## config.mk

```make
export PLATFORM = sky130hd
export DESIGN_NAME = ucsbece154_mem_arbiter
export DESIGN_NICKNAME = d
export VERILOG_FILES = /design/src/rtl/ucsbece154_mem_arbiter.sv
export SDC_FILE = /design/constraint.sdc
export NUM_CORES = 1
export LEC_CHECK = 0
export ABC_CLOCK_PERIOD_IN_PS = 1500
export CORE_MARGIN = 3
export CORE_UTILIZATION = 28
export CTS_CLUSTER_SIZE = 16
export DETAILED_ROUTE_END_ITERATION = 10
export HOLD_SLACK_MARGIN = 0.05
export PLACE_DENSITY_LB_ADDON = 0.3
export SETUP_SLACK_MARGIN = 0.5
export SLEW_MARGIN = 5
export SYNTH_ARGS = -nofsm -noshare
export SYNTH_HDL_FRONTEND = slang
export SYNTH_SLANG_ARGS = --single-unit
```

## constraint.sdc

```tcl
create_clock -name Clk -period 1.5 [get_ports Clk]
set_input_delay 0.45 -clock Clk [delete_from_list [all_inputs] [get_ports Clk]]
set_output_delay 0.45 -clock Clk [all_outputs]
set_load 0.05 [all_outputs]
```

## src/rtl/ucsbece154_mem_arbiter.sv

```systemverilog
// Block-read arbiter: shares one SDRAM controller burst port between the I-cache and the
// D-side refill requester, granting whole bursts round-robin and steering beats to the owner.
`timescale 1ns/1ps

module ucsbece154_mem_arbiter #(
    parameter int BLOCK_WORDS = 4,
    parameter int WORD_SIZE   = 32
) (
    input  logic                 Clk,
    input  logic                 Reset,
    input  logic                 IMemReadRequest,
    input  logic [31:0]          IMemReadAddress,
    output logic [WORD_SIZE-1:0] IMemDataIn,
    output logic                 IMemDataReady,
    input  logic                 DMemReadRequest,
    input  logic [31:0]          DMemReadAddress,
    output logic [WORD_SIZE-1:0] DMemDataIn,
    output logic                 DMemDataReady,
    output logic                 IGrant,
    output logic                 DGrant,
    output logic                 SdramReadRequest,
    output logic [31:0]          SdramReadAddress,
    input  logic [WORD_SIZE-1:0] SdramDataIn,
    input  logic                 SdramDataReady
);

    localparam int CNT_W = $clog2(BLOCK_WORDS);
    // Byte offset within a block: word index bits plus the two byte-in-word bits.
    localparam int OFF_W = CNT_W + 2;
    localparam logic [31:0]      ADDR_MASK = ~((32'd1 << OFF_W) - 32'd1);
    localparam logic [CNT_W-1:0] LAST_BEAT = CNT_W'(BLOCK_WORDS - 1);
    localparam logic [CNT_W-1:0] CNT_ONE   = CNT_W'(1);
    localparam logic             OWN_I     = 1'b0;
    localparam logic             OWN_D     = 1'b1;

    typedef enum logic [1:0] {
        ST_IDLE    = 2'd0,
        ST_BURST   = 2'd1,
        ST_RELEASE = 2'd2
    } state_t;

    state_t           state_r;
    state_t           next_state_s;
    logic             owner_r;
    logic             last_owner_r;
    logic [CNT_W-1:0] beat_cnt_r;
    logic             sdram_req_r;
    logic [31:0]      sdram_addr_r;

    logic             winner_s;
    logic [31:0]      winner_addr_s;
    logic             any_req_s;
    logic             start_s;
    logic             in_burst_s;
    logic             beat_s;
    logic             last_beat_s;

    assign any_req_s   = IMemReadRequest | DMemReadRequest;
    assign in_burst_s  = (state_r == ST_BURST);
    assign start_s     = (state_r == ST_IDLE) & any_req_s;
    assign beat_s      = in_burst_s & SdramDataReady;
    assign last_beat_s = beat_s & (beat_cnt_r == LAST_BEAT);

    // Winner selection: a lone requester wins, a tie goes to the side that did not own last.
    always_comb begin
        winner_s = OWN_I;
        if (IMemReadRequest && DMemReadRequest) begin
            winner_s = ~last_owner_r;
        end else if (DMemReadRequest) begin
            winner_s = OWN_D;
        end else begin
            winner_s = OWN_I;
        end
    end

    // Address of the winning side, used only at the grant edge.
    always_comb begin
        winner_addr_s = IMemReadAddress;
        if (winner_s == OWN_D) begin
            winner_addr_s = DMemReadAddress;
        end else begin
            winner_addr_s = IMemReadAddress;
        end
    end

    // Next-state logic for the IDLE -> BURST -> RELEASE cycle.
    always_comb begin
        next_state_s = state_r;
        case (state_r)
            ST_IDLE: begin
                if (any_req_s) begin
                    next_state_s = ST_BURST;
                end else begin
                    next_state_s = ST_IDLE;
                end
            end
            ST_BURST: begin
                if (last_beat_s) begin
                    next_state_s = ST_RELEASE;
                end else begin
                    next_state_s = ST_BURST;
                end
            end
            ST_RELEASE: begin
                next_state_s = ST_IDLE;
            end
            default: begin
                next_state_s = ST_IDLE;
            end
        endcase
    end

    // State register.
    always_ff @(posedge Clk or negedge Reset) begin
        if (!Reset) begin
            state_r <= ST_IDLE;
        end else begin
            state_r <= next_state_s;
        end
    end

    // Ownership; last_owner resets to D so the first tie after reset goes to I.
    always_ff @(posedge Clk or negedge Reset) begin
        if (!Reset) begin
            owner_r      <= OWN_I;
            last_owner_r <= OWN_D;
        end else if (start_s) begin
            owner_r      <= winner_s;
            last_owner_r <= winner_s;
        end else begin
            owner_r      <= owner_r;
            last_owner_r <= last_owner_r;
        end
    end

    // Beat counter: advances only on strobes inside a burst, wraps on the last beat.
    always_ff @(posedge Clk or negedge Reset) begin
        if (!Reset) begin
            beat_cnt_r <= '0;
        end else if (start_s) begin
            beat_cnt_r <= '0;
        end else if (beat_s) begin
            beat_cnt_r <= beat_cnt_r + CNT_ONE;
        end else begin
            beat_cnt_r <= beat_cnt_r;
        end
    end

    // SDRAM request and block-aligned address; the address is left in place after a burst.
    always_ff @(posedge Clk or negedge Reset) begin
        if (!Reset) begin
            sdram_req_r  <= 1'b0;
            sdram_addr_r <= 32'd0;
        end else if (start_s) begin
            sdram_req_r  <= 1'b1;
            sdram_addr_r <= winner_addr_s & ADDR_MASK;
        end else if (last_beat_s) begin
            sdram_req_r  <= 1'b0;
            sdram_addr_r <= sdram_addr_r;
        end else begin
            sdram_req_r  <= sdram_req_r;
            sdram_addr_r <= sdram_addr_r;
        end
    end

    assign SdramReadRequest = sdram_req_r;
    assign SdramReadAddress = sdram_addr_r;

    // Grant decode and zero-latency beat steering to the owner only.
    always_comb begin
        IGrant        = 1'b0;
        DGrant        = 1'b0;
        IMemDataReady = 1'b0;
        DMemDataReady = 1'b0;
        IMemDataIn    = '0;
        DMemDataIn    = '0;
        if (in_burst_s) begin
            if (owner_r == OWN_I) begin
                IGrant        = 1'b1;
                IMemDataReady = SdramDataReady;
                IMemDataIn    = SdramDataIn;
            end else begin
                DGrant        = 1'b1;
                DMemDataReady = SdramDataReady;
                DMemDataIn    = SdramDataIn;
            end
        end else begin
            IGrant        = 1'b0;
            DGrant        = 1'b0;
        end
    end

endmodule

```

# Word-level counts from Yosys, hierarchy flattened
# Cells that the tools add are included.
[op_classes]
n_reduce_logical = 4
addsub = 1
eq_ne = 2
n_bitwise = 5
mux = 22
[ops]
columns = ["operator", "count"]
rows = [
  ["$mux W32", 5],
  ["$mux W1", 13],
  ["$mux W2", 3],
  ["$pmux W2 S2", 1],
  ["$reduce_bool A2 Y1", 2],
  ["$and A1 B1 Y1", 3],
  ["$add A2 B1 Y2 const B", 1],
  ["$eq A2 B1 Y1 const B", 1],
  ["$eq A2 B2 Y1 const B", 1],
  ["$logic_not A2 Y1", 1],
  ["$logic_and A1 B1 Y1", 1],
  ["$not A1 Y1", 1],
  ["$or A1 B1 Y1", 1],
]
[totals]
regBits = 35
in_bits = 101
word_cells = 40
output_inout_bits = 101

# Depth between registers and ports, before layout
[depth]
depth_word = 5
mapped_depth = 5
mapped_depth_nobuf = 4

# Worst setup path after synthesis
# No wires, ideal clock.
[synth_timing]
kind = "flip-flop to output port"
startpoint = "reg state_r[1]"
endpoint = "out IMemDataIn[14]"
path_buffers = 1
path_slack_ns = -0.824
required_time_ns = 1.050
path_stages_with_launch = 5
arrival_ns = 1.874
path_cell_list = "dfrtp_1 nand2b_1 nor2_1 clkbuf_1 and2_1"
[synth_between]
elab_chain_cells = 2
[synth_rtl]
columns = ["element", "line_no", "source"]
rows = [
  ["start: declaration", "42", "state_t state_r;"],
  ["start signal: assignment", "118", "state_r <= next_state_s;"],
  ["$eq A2 B1 Y1", "59", "assign in_burst_s = (state_r == ST_BURST);"],
  ["$mux W32", "177", "if (in_burst_s) begin"],
  ["end: declaration", "13", "output logic [WORD_SIZE-1:0] IMemDataIn,"],
]
# Every way passes these cells.

# Worst setup path after layout
[layout_timing]
startpoint = "reg state_r[1]"
endpoint = "out IMemDataReady"
[layout_between]
elab_chain_cells = 2
[layout_rtl]
columns = ["element", "line_no", "source"]
rows = [
  ["$eq A2 B1 Y1", "59", ""],
  ["$mux W1", "177", ""],
  ["end: declaration", "14", "output logic IMemDataReady,"],
]
# Every way passes these cells.

==> out/qor.yml <==
die:
  die_x_um: 95.0
  core_area_um2: 7490
  ios: 202
  dieHeight_um: 95.0
  rows: 31
  die_area_um2: 9030
  start_util_pct: 29.6
routing:
  ant_nets: 0
  drt_drc_violations_left: 0
  first_pass_iters: 4
  avgViaCountPerCell: 4.58
  avgRoutedWirePerCell_um: 18.5
  drt-initial-drc-count: 57
  num_vias: 2376
  wirelength_um: 9600
timing:
  rsz0062_at_grt: "true"
  hold_viol_final: 0
  setup_slack_ns: -0.419
  clock_skew_ns: 0.00911
  whs_ns: 0.111
  finalCritPeriodShare_pct: 128
  period_minus_slack_ns: 1.92
  fmax_ghz: 0.521
  setup_violations: 99
  drv_slew: 0
placed_design:
  placement.io_buffers: 189
  gp_congestion: 0.683
  hpwl_um: 7460
synth:
  synth_common_cells: "and2_1 (66), mux2_2 (38), dfrtp_1 (34)"
  synth_edf_count: 0
  synth_ff_type: "dfrtp_1"
  syn-cell-area_um2: 2220
  yosysTopAreaCell: "dfrtp_1"
  synthArstFlopShare_pct: 100
  ys_ff_latch: 35
  synth.area.top_cells: "dfrtp_1 (38%), mux2_2 (19%), and2_1 (19%)"
  yosysSeqAreaShare_pct: 39.5
  synth_cell_type_count: 23
  synth_most_common_cell: "and2_1"
  syn_inst: 196
  ys_warn_count: 0
  synth.avg_cell_area_um2: 11.3
  synth_top_cell_area_share_pct: 38.4
setup_path:
  crit_required_ns: 1.05
  crit_type: "flop to primary output"
  worstPathArrival_ns: 1.47
  cp_max_fo: 21
  startpoint_type: "flop"
  endpoint_kind: "primary output"
cts:
  cts.clk_slew.worst_paths_ns: 0.08
  clk_latency_ns: 0.29
  htree_num_levels: 2
  cts_root_buf: "clkbuf_8"
  tritoncts: "yes"
  cts_buffers: 5
  cts.sinks: 35
  cts_buffer_depth: 2
run_status:
  failed_checks: "negative setup slack"
  outcome: "complete, but fails checks"
cells_and_area:
  layout.nets: 521
  drive_gt1_share_pct: 70.5
  syn_to_final_growth_pct: 172
  antennaDiodeCount: 0
  post-route-util_pct: 80.5
pwr:
  p_leak_nw: 2.71
  p_seq_share_pct: 13.7
  clockPowerShare_pct: 4.7
  internal_power_mw: 8.04
  switching_share_pct: 44.6
  switchingPower_mw: 6.48
  combPwrFrac_pct: 81.6
  power.density_nw_per_um2: 2410
  ir_worst_vdd_v: 0.00126
  finalPower_mw: 14.5
global_routing:
  grt_pass1_vias: 2549
  grt_usage_pct: 20.8
  grt_max_degree: 36
  grt_overflow: 0
  grt_pass1_wl_um: 14100
  grt_antenna_before_repair: 0
hold_path:
  hp-class: "input port to async pin"
run:
  drv_cap: 0
-- registers in the layout (all words and copies together) (netlist names) --
register          cells
owner_r               1
last_owner_r          1
SdramReadAddress     28
SdramReadRequest      1
state_r               2
beat_cnt_r            2
-- cells by family (layout without fill, tap and decap cells) --
logic type / count (synthesis) / count (layout) / share of synthesized area (%)
flops: 35 / 35 / 39.5
fa+ha+maj: 1 / 1 / 0.564
compound gates: 8 / 8 / 2.37
mux: 57 / 57 / 31.9
simple gates: 74 / 74 / 20.2
buf+inv: 19 / 240 / 4.79
other cells: 1 / 4 / 0.169
xor+xnor: 1 / 1 / 0.395
-- repair_timing --
action,CTS,global route
cloned,3,0
buffers inserted,12,4
resized for setup,47,6
hold buffers,0,0
pin swaps,7,3
setup endpoints to repair,132,132
-- final cells by class --
class | instances | area [µm²]
multi-input combinational | 145 | 1560
timing repair buffer | 229 | 3340
fill | 436 | 1460
clock inverter | 2 | 12.5
inverter | 3 | 11.3
clock buffer | 6 | 72.6
sequential | 35 | 902
tap | 99 | 124
-- worst max-delay path, cell delays in order, from the launching register on --
cell      delay, ns
dfrtp_1        0.38
nand2b_4       0.17
nor2_4         0.16
buf_12         0.17
and2_2         0.17
buf_12         0.13
-- routing by layer --
layer  vias up  routed length (µm)  part of all wire, %  track usage [%]
li1       1092                   -                    -                -
met1      1138                3470                   36             22.3
met2       133                5040                   52             38.9
met3        13                 964                   10             7.10
met4         0                 130                  1.4             5.05
met5         -                   0                    0                0
-- worst paths after layout --
kind | start | endpoint | slack [ns] | cells past startpoint
max in group asynchronous | Reset | last_owner_r | 1.12 | 2
setup reg to reg | state_r[1] | SdramReadAddress[19] | -0.29 | 7
min in group Clk | beat_cnt_r[1] | beat_cnt_r[1] | 0.54 | 2
setup / recovery | state_r[1] | IMemDataReady | -0.42 | 5
hold / removal | Reset | SdramReadAddress[18] | 0.11 | 2
hold reg to reg | beat_cnt_r[1] | beat_cnt_r[1] | 0.54 | 2
-- per-stage QoR --
step	worst slack, ns	area, µm²	setup TNS (ns)	cells
global route	-0.478	6030	-39.05	519
floorplan	-0.0876	2500	-6.14	199
CTS	-0.428	5980	-32.16	515
finish	-0.419	6030	-33.17	519
detailed placement	-0.535	5560	-27.14	492
global placement	-0.504	5560	-25.35	492
-- power groups by stage --
stage                     combinational, mW  sequential (mW)  clock (mW)
after floorplan                        4.51             3.15           0
after global placement                 11.0             1.96           0
after detailed placement               11.2             2.00           0
after CTS                              11.8             1.99       0.711
after global routing                   12.2             2.05       0.740
final                                  11.8             1.99       0.685
-- layout by cell type (no fill, tap or decap), types with 2 or more instances in the layout --
| master | n |
|---|---|
| buf_12 | 104 |
| nor2_4 | 2 |
| o21ai_1 | 2 |
| dfrtp_1 | 14 |
| nor2_1 | 2 |
| nor2_2 | 2 |
| buf_8 | 2 |
| buf_16 | 2 |
| clkdlybuf4s50_1 | 88 |
| dlygate4sd2_1 | 3 |
| clkbuf_8 | 5 |
| conb_1 | 4 |
| mux2_4 | 47 |
| and2_2 | 2 |
| inv_1 | 3 |
| buf_4 | 22 |
| buf_6 | 6 |
| and2_4 | 64 |
| dfrtp_2 | 20 |
| mux2_2 | 9 |
Power figures use the tool's default switching activity.
